<file path="src/rtl/if_stage.sv">
// Instruction fetch: one-outstanding imem request/response port feeding a 2-entry {inst,pc} buffer to ID.
// Optional macro IF_MISALIGN_TRAP_EN: misaligned redirect targets raise id_misalign and halt fetching.
module if_stage #(
    parameter logic [31:0] RESET_PC = 32'h0000_0000,
    parameter logic [31:0] NOP_INST = 32'h0000_0013
) (
    input  logic        clk,
    input  logic        arst_n,
    output logic        imem_req,
    output logic [31:0] imem_addr,
    input  logic        imem_gnt,
    input  logic        imem_rvalid,
    input  logic [31:0] imem_rdata,
    input  logic        redirect_en,
    input  logic [31:0] redirect_pc,
    input  logic        id_ready,
    output logic        id_valid,
    output logic [31:0] id_inst,
    output logic [31:0] id_pc
`ifdef IF_MISALIGN_TRAP_EN
    ,
    output logic        id_misalign
`endif
);

    typedef enum logic [1:0] {IDLE, REQ, WAIT, KILL} state_t;

    state_t      state_q;
    logic [31:0] pc_q;
    logic [31:0] addr_q;
    logic        req_q;
    logic        kill_pend_q;
    logic [1:0]  count_q;
    logic        rd_ptr_q;
    logic        wr_ptr_q;
    logic [31:0] fifo_inst_q [2];
    logic [31:0] fifo_pc_q   [2];

    logic        trap_q;
    logic        trap_d;
    logic [31:0] trap_pc_q;
    logic        redir_mis;

    logic [31:0] target;
    logic        head_valid;
    logic        push;
    logic        pop;
    logic [1:0]  count_d;
    logic        room;
    logic        fetch_ok;

    assign target = {redirect_pc[31:2], 2'b00};

`ifdef IF_MISALIGN_TRAP_EN
    assign redir_mis = redirect_en && (redirect_pc[1:0] != 2'b00);

    always_ff @(posedge clk or negedge arst_n) begin
        if (!arst_n) begin
            trap_q    <= 1'b0;
            trap_pc_q <= '0;
        end else if (redirect_en) begin
            trap_q    <= redir_mis;
            trap_pc_q <= redirect_pc;
        end
    end

    assign id_misalign = trap_q;
`else
    logic redirect_lsb_unused;
    assign redirect_lsb_unused = ^redirect_pc[1:0];
    assign redir_mis = 1'b0;
    assign trap_q    = 1'b0;
    assign trap_pc_q = '0;
`endif

    assign trap_d     = redirect_en ? redir_mis : trap_q;
    assign fetch_ok   = !trap_d;
    assign head_valid = (count_q != 2'd0);

    // Redirect wins over both ends of the buffer; a response arriving with it belongs to the old path.
    assign push    = (state_q == WAIT) && imem_rvalid && !redirect_en;
    assign pop     = head_valid && id_ready && !redirect_en;
    assign count_d = redirect_en ? 2'd0 : (count_q + {1'b0, push} - {1'b0, pop});
    // Evaluated where nothing is outstanding next cycle, so buffer occupancy alone decides.
    assign room    = (count_d < 2'd2);

    always_ff @(posedge clk or negedge arst_n) begin
        if (!arst_n) begin
            state_q     <= IDLE;
            pc_q        <= RESET_PC;
            addr_q      <= RESET_PC;
            req_q       <= 1'b0;
            kill_pend_q <= 1'b0;
            count_q     <= 2'd0;
            rd_ptr_q    <= 1'b0;
            wr_ptr_q    <= 1'b0;
        end else begin
            count_q <= count_d;
            if (redirect_en) begin
                rd_ptr_q <= 1'b0;
                wr_ptr_q <= 1'b0;
            end else begin
                if (push) wr_ptr_q <= ~wr_ptr_q;
                if (pop)  rd_ptr_q <= ~rd_ptr_q;
            end

            case (state_q)
                IDLE: begin
                    if (redirect_en) begin
                        pc_q <= target;
                        if (fetch_ok) begin
                            state_q <= REQ;
                            req_q   <= 1'b1;
                            addr_q  <= target;
                        end
                    end else if (fetch_ok && room) begin
                        state_q <= REQ;
                        req_q   <= 1'b1;
                        addr_q  <= pc_q;
                    end
                end
                REQ: begin
                    if (imem_gnt) begin
                        req_q       <= 1'b0;
                        kill_pend_q <= 1'b0;
                        if (redirect_en) begin
                            state_q <= KILL;
                            pc_q    <= target;
                        end else if (kill_pend_q) begin
                            state_q <= KILL;
                        end else begin
                            state_q <= WAIT;
                            pc_q    <= pc_q + 32'd4;
                        end
                    end else if (redirect_en) begin
                        // The request must stay stable until granted; its data is dropped later.
                        kill_pend_q <= 1'b1;
                        pc_q        <= target;
                    end
                end
                WAIT: begin
                    if (imem_rvalid) begin
                        if (redirect_en) pc_q <= target;
                        if (fetch_ok && room) begin
                            state_q <= REQ;
                            req_q   <= 1'b1;
                            addr_q  <= redirect_en ? target : pc_q;
                        end else begin
                            state_q <= IDLE;
                        end
                    end else if (redirect_en) begin
                        state_q <= KILL;
                        pc_q    <= target;
                    end
                end
                KILL: begin
                    if (redirect_en) pc_q <= target;
                    if (imem_rvalid) begin
                        if (fetch_ok) begin
                            state_q <= REQ;
                            req_q   <= 1'b1;
                            addr_q  <= redirect_en ? target : pc_q;
                        end else begin
                            state_q <= IDLE;
                        end
                    end
                end
                default: begin
                    state_q <= IDLE;
                    req_q   <= 1'b0;
                end
            endcase
        end
    end

    // addr_q still holds the granted address while the response is awaited.
    always_ff @(posedge clk) begin
        if (push) begin
            fifo_inst_q[wr_ptr_q] <= imem_rdata;
            fifo_pc_q[wr_ptr_q]   <= addr_q;
        end
    end

    assign imem_req  = req_q;
    assign imem_addr = addr_q;

    always_comb begin
        id_valid = head_valid;
        id_inst  = head_valid ? fifo_inst_q[rd_ptr_q] : NOP_INST;
        id_pc    = head_valid ? fifo_pc_q[rd_ptr_q] : 32'h0;
        if (trap_q) begin
            id_valid = 1'b1;
            id_inst  = NOP_INST;
            id_pc    = trap_pc_q;
        end
    end

endmodule

</file>
<file path="config.mk">
export PLATFORM = sky130hd
export DESIGN_NAME = if_stage
export DESIGN_NICKNAME = d
export VERILOG_FILES = /design/src/rtl/if_stage.sv
export SDC_FILE = /design/constraint.sdc
export NUM_CORES = 1
export LEC_CHECK = 0
export ABC_CLOCK_PERIOD_IN_PS = 8109
export CORE_UTILIZATION = 56
export DETAILED_ROUTE_END_ITERATION = 12
export GPL_TIMING_DRIVEN = 0
export HOLD_SLACK_MARGIN = 0.12
export MAX_ROUTING_LAYER = met4
export PLACE_DENSITY = 0.84
export SLEW_MARGIN = 20
export SYNTH_ARGS = -nofsm -noshare
export SYNTH_HDL_FRONTEND = slang
export SYNTH_SLANG_ARGS = --single-unit
</file>
<file path="constraint.sdc">
create_clock -name clk -period 8.11 [get_ports clk]
set_input_delay 1.2165 -clock clk [delete_from_list [all_inputs] [get_ports clk]]
set_output_delay 1.2165 -clock clk [all_outputs]
set_load 0.05 [all_outputs]
</file>
==> metrics.md <==
| Metric | Value |
|---|---|
| Outcome | complete, no violations |
| Mapped Avg Cell Area | 12.7 um2 |
| Main combinational cell family by area after synthesis | simple AND/OR/NAND/NOR gates |
| Final setup fails | 0 |
| Worst Max-Slew Pin Slew | 0.921 ns |
| H-tree Lvls | 4 |
| Bufs on Longest Clock Path | 2 |
| Max transition margin | 38.0% |
| Post-synthesis mux area share | 10.3% |
| Simple-gate share of the synthesized area | 12.6% |
| Mapped Cells | 678 |
| Tmin final | 5.17 ns |
| Hold Vio Cnt, Final | 0 |
| Peak Freq | 193 MHz |
| Post-Route WL | 21200 um |
| RD Place Congestion | 0.882 |
| Post-Syn Area | 8640 um2 |
| RSZ-0062 raised after global routing | no |
| Top_reg_cell synth | edfxtp_1 |
| Io pins | 168 |
| Critical path type | input pin to register |
| Asr flop ratio synth | 36.0% |
| Die H | 126 um |
| Critical path's largest stage delay | 0.53 ns |
| Hold Path Origin | imem_addr[15] |
| Maxcap violations | 0 |
| Layout area overhead | 30.0% |
| Max Transition Viols Final | 0 |
| Die Span X | 126 um |
| Leak | 4.10 nW |
| RR Endpoint | imem_addr[29] |
| Number of synthesized flops with an enable pin | 128 |
| Ant diodes | 0 |
| Post-CTS setup buffer count | 0 |
| Data required time of the worst path | 8.40 ns |
| Site Rows | 45 |
| Fill cells | 972 |
| Die area | 15900 um2 |
| Largest net degree at the start of global routing | 46 |
| Setup crit start kind | input pin |
| CTS Sinks | 200 |
| Number of global-route vias before repair | 6185 |
| Avg WL per Cell | 19.8 um |
| Core area | 15100 um2 |
| Type of the worst min-delay path | register to register |
| FF+latch count, synth | 200 |
| DRC errors left | 0 |
| Starting density of the core | 57.0% |
| Total gr overflow | 0 |
| Initial antenna violation count | 0 |
| 1st-pass router iterations | 5 |
| Hold Path End | fifo_pc_q[0][15] |
| Hold Crit Depth | 0 |
| Net Count, Synth | 756 |
| Sequential Area | 5650 um2 |
| Detailed placement HPWL | 15500 um |
| RR Startpoint | count_q[1] |
| Post-Route Setup TNS | 0 ns |
| Share of the synthesized area in the top cell type | 44.5% |
| Max Clock Skew | 0.0136 ns |
| Pwr Density | 291 nW/um2 |
| CTS Hold Bufs | 0 |
| Gr usage total | 28.6% |
| Crit Path Max Fanout | 10 |
| 1st-iter DRT viols | 546 |
| Overall power | 3.27 mW |
| Most frequent CP cell | clkbuf_1 |
| CTS buffer count | 17 |
| Post-synthesis adder-cell area fraction | 1.16% |
| PostCTS Resize Cnt | 0 |
| Worst setup EP type | register |
| Largest area contributor in the netlist | edfxtp_1 |
| CP startpoint | redirect_en |
| Post-synthesis sequential area ratio | 65.3% |
| Ratio of cells with drive above 1 in the final layout | 7.62% |
| Footprint of the multi-input gates | 2840 um2 |
| CTS root buffer | clkbuf_16 |
| R2R setup slack | 4.24 ns |
| Final worst-path cycle share | 63.8% |
| Cell count of the worst reg-to-reg path | 13 |
| I/O Buffers | 164 |
| Vias per cell | 5.80 |
| Final net count | 944 |
| Cell variety after synth | 52 |
| Util after Layout | 74.2% |
| Most area-consuming cells after synthesis | edfxtp_1, dfrtp_1, mux2i_1 |
| Worst skew pair latency | 0.44 ns |
| Peak supply drop | 0.000167 V |
| Compound-gate portion of the synthesized area | 7.49% |
| Slowest-stage cell, CP | clkbuf_1 |
| Via count | 6191 |
| Ys Warns | 0 |
| Post-Synth XOR/XNOR Area | 1.07% |
| Clock Pin Slew Worst Setup and Hold Paths | 0.07 ns |
| First-pass GRT wire length | 33100 um |
| CTS tree | done |
| Worst path cell trace | clkdlybuf4s50_1, buf_2, inv_1, clkbuf_1, clkbuf_1, nand3_1, ha_1, inv_1, ha_1, xnor3_1, nor2_1, a211o_1, buf_2, clkbuf_1, o21ai_0 |
| DRT antenna net count | 0 |
| Crit path DAT | 5.46 ns |
## registers in the layout (all words and copies together) (netlist names)
| signal | count |
|---|---|
| fifo_inst_q | 64 |
| fifo_pc_q | 64 |
| imem_addr | 32 |
| pc_q | 32 |
| count_q | 2 |
| state_q | 2 |
| imem_req | 1 |
| kill_pend_q | 1 |
| rd_ptr_q | 1 |
| wr_ptr_q | 1 |
## cells in the final DEF (no fill, tap or decap), types with 3 or more instances in the layout
master / netlist / routed
a211oi_1: 6 / 6
nor2b_1: 8 / 8
clkbuf_1: 20 / 21
clkbuf_16: 0 / 17
a21oi_1: 11 / 11
buf_2: 12 / 12
inv_1: 7 / 7
o21ai_0: 45 / 45
clkinv_2: 0 / 3
nor4_1: 4 / 4
nand3_1: 17 / 17
nor3_1: 6 / 6
and3_1: 8 / 8
nand2_1: 70 / 70
a21boi_0: 19 / 19
dfrtp_1: 72 / 72
mux2i_1: 87 / 87
xor2_1: 6 / 6
edfxtp_1: 128 / 128
clkdlybuf4s50_1: 0 / 163
ha_1: 8 / 8
buf_12: 0 / 3
buf_1: 3 / 3
clkinv_4: 0 / 3
nor2_1: 82 / 80
a31o_2: 3 / 3
a21o_1: 5 / 5
nand4_1: 13 / 13
## power breakdown
part / total (mW) / internal, mW / switching (mW) / leakage, nW
Sequential: 1.37 / 1.25 / 0.122 / 2.05
Clock: 0.846 / 0.468 / 0.379 / 0.293
Combinational: 1.05 / 0.348 / 0.705 / 1.75
## metal layers
| layer | share of wire [%] | track usage [%] |
|---|---|---|
| met1 | 43 | 37.4 |
| met2 | 50 | 45.9 |
| met3 | 5.8 | 5.18 |
| met4 | 1.1 | 8.58 |
| met5 | 0 | - |
## layout make-up
class                      instances  area share [%]
sequential                       200            50.3
clock buffer                      19            3.94
clock inverter                    13            1.29
inverter                           7           0.234
multi-input combinational        436            25.3
tap                              188            2.09
timing repair buffer             169            15.6
buffer                            35            1.30
## cells by family after synthesis
group / count (synthesis)
AND/OR/NAND/NOR: 228
flip-flops: 200
AO/OA/AOI/OAI: 102
multiplexers: 89
buffers and inverters: 42
XOR/XNOR: 9
adder cells (fa/ha/maj): 8
## synthesized netlist by cell type (3+ instances only)
library cell	n
edfxtp_1	128
mux2i_1	87
nor2_1	82
dfrtp_1	72
nand2_1	70
o21ai_0	45
clkbuf_1	20
a21boi_0	19
nand3_1	17
nand4_1	13
buf_2	12
a21oi_1	11
and3_1	8
ha_1	8
nor2b_1	8
inv_1	7
a211oi_1	6
nor3_1	6
xor2_1	6
a21o_1	5
nor4_1	4
a31o_2	3
buf_1	3
## critical path, delay by kind of cell
| family | cells | cell delay, ns |
|---|---|---|
| buffers and inverters | 8 | 2.44 |
| adders and majority gates | 2 | 0.52 |
| and+or+nand+nor | 2 | 0.62 |
| xor gates and xnor gates | 1 | 0.25 |
| AOI/OAI and AO/OA | 2 | 0.41 |
## metrics by stage
stage                     hold slack [ns]  cell area [um2]  setup WS [ns]  std cells
after floorplan                     0.472             8640           2.76        678
after global placement              0.484            10500          0.326       1030
after detailed placement            0.488            10600           2.64       1035
after CTS                           0.505            11200           2.95       1067
after global routing                0.516            11200           2.66       1067
final                               0.502            11200           2.94       1067
## how the worst max path moves through the flow
stage,slack (ns),to,cells after the start
5_1_grt,2.66,imem_addr[29],15
3_5_place_dp,2.64,imem_addr[29],15
4_1_cts,2.95,imem_addr[29],15
6_report,2.94,imem_addr[29],15
3_3_place_gp,0.33,fifo_pc_q[1][27],7
2_1_floorplan,2.76,fifo_inst_q[0][0],6
No activity file was read; power rests on OpenSTA's default activity.
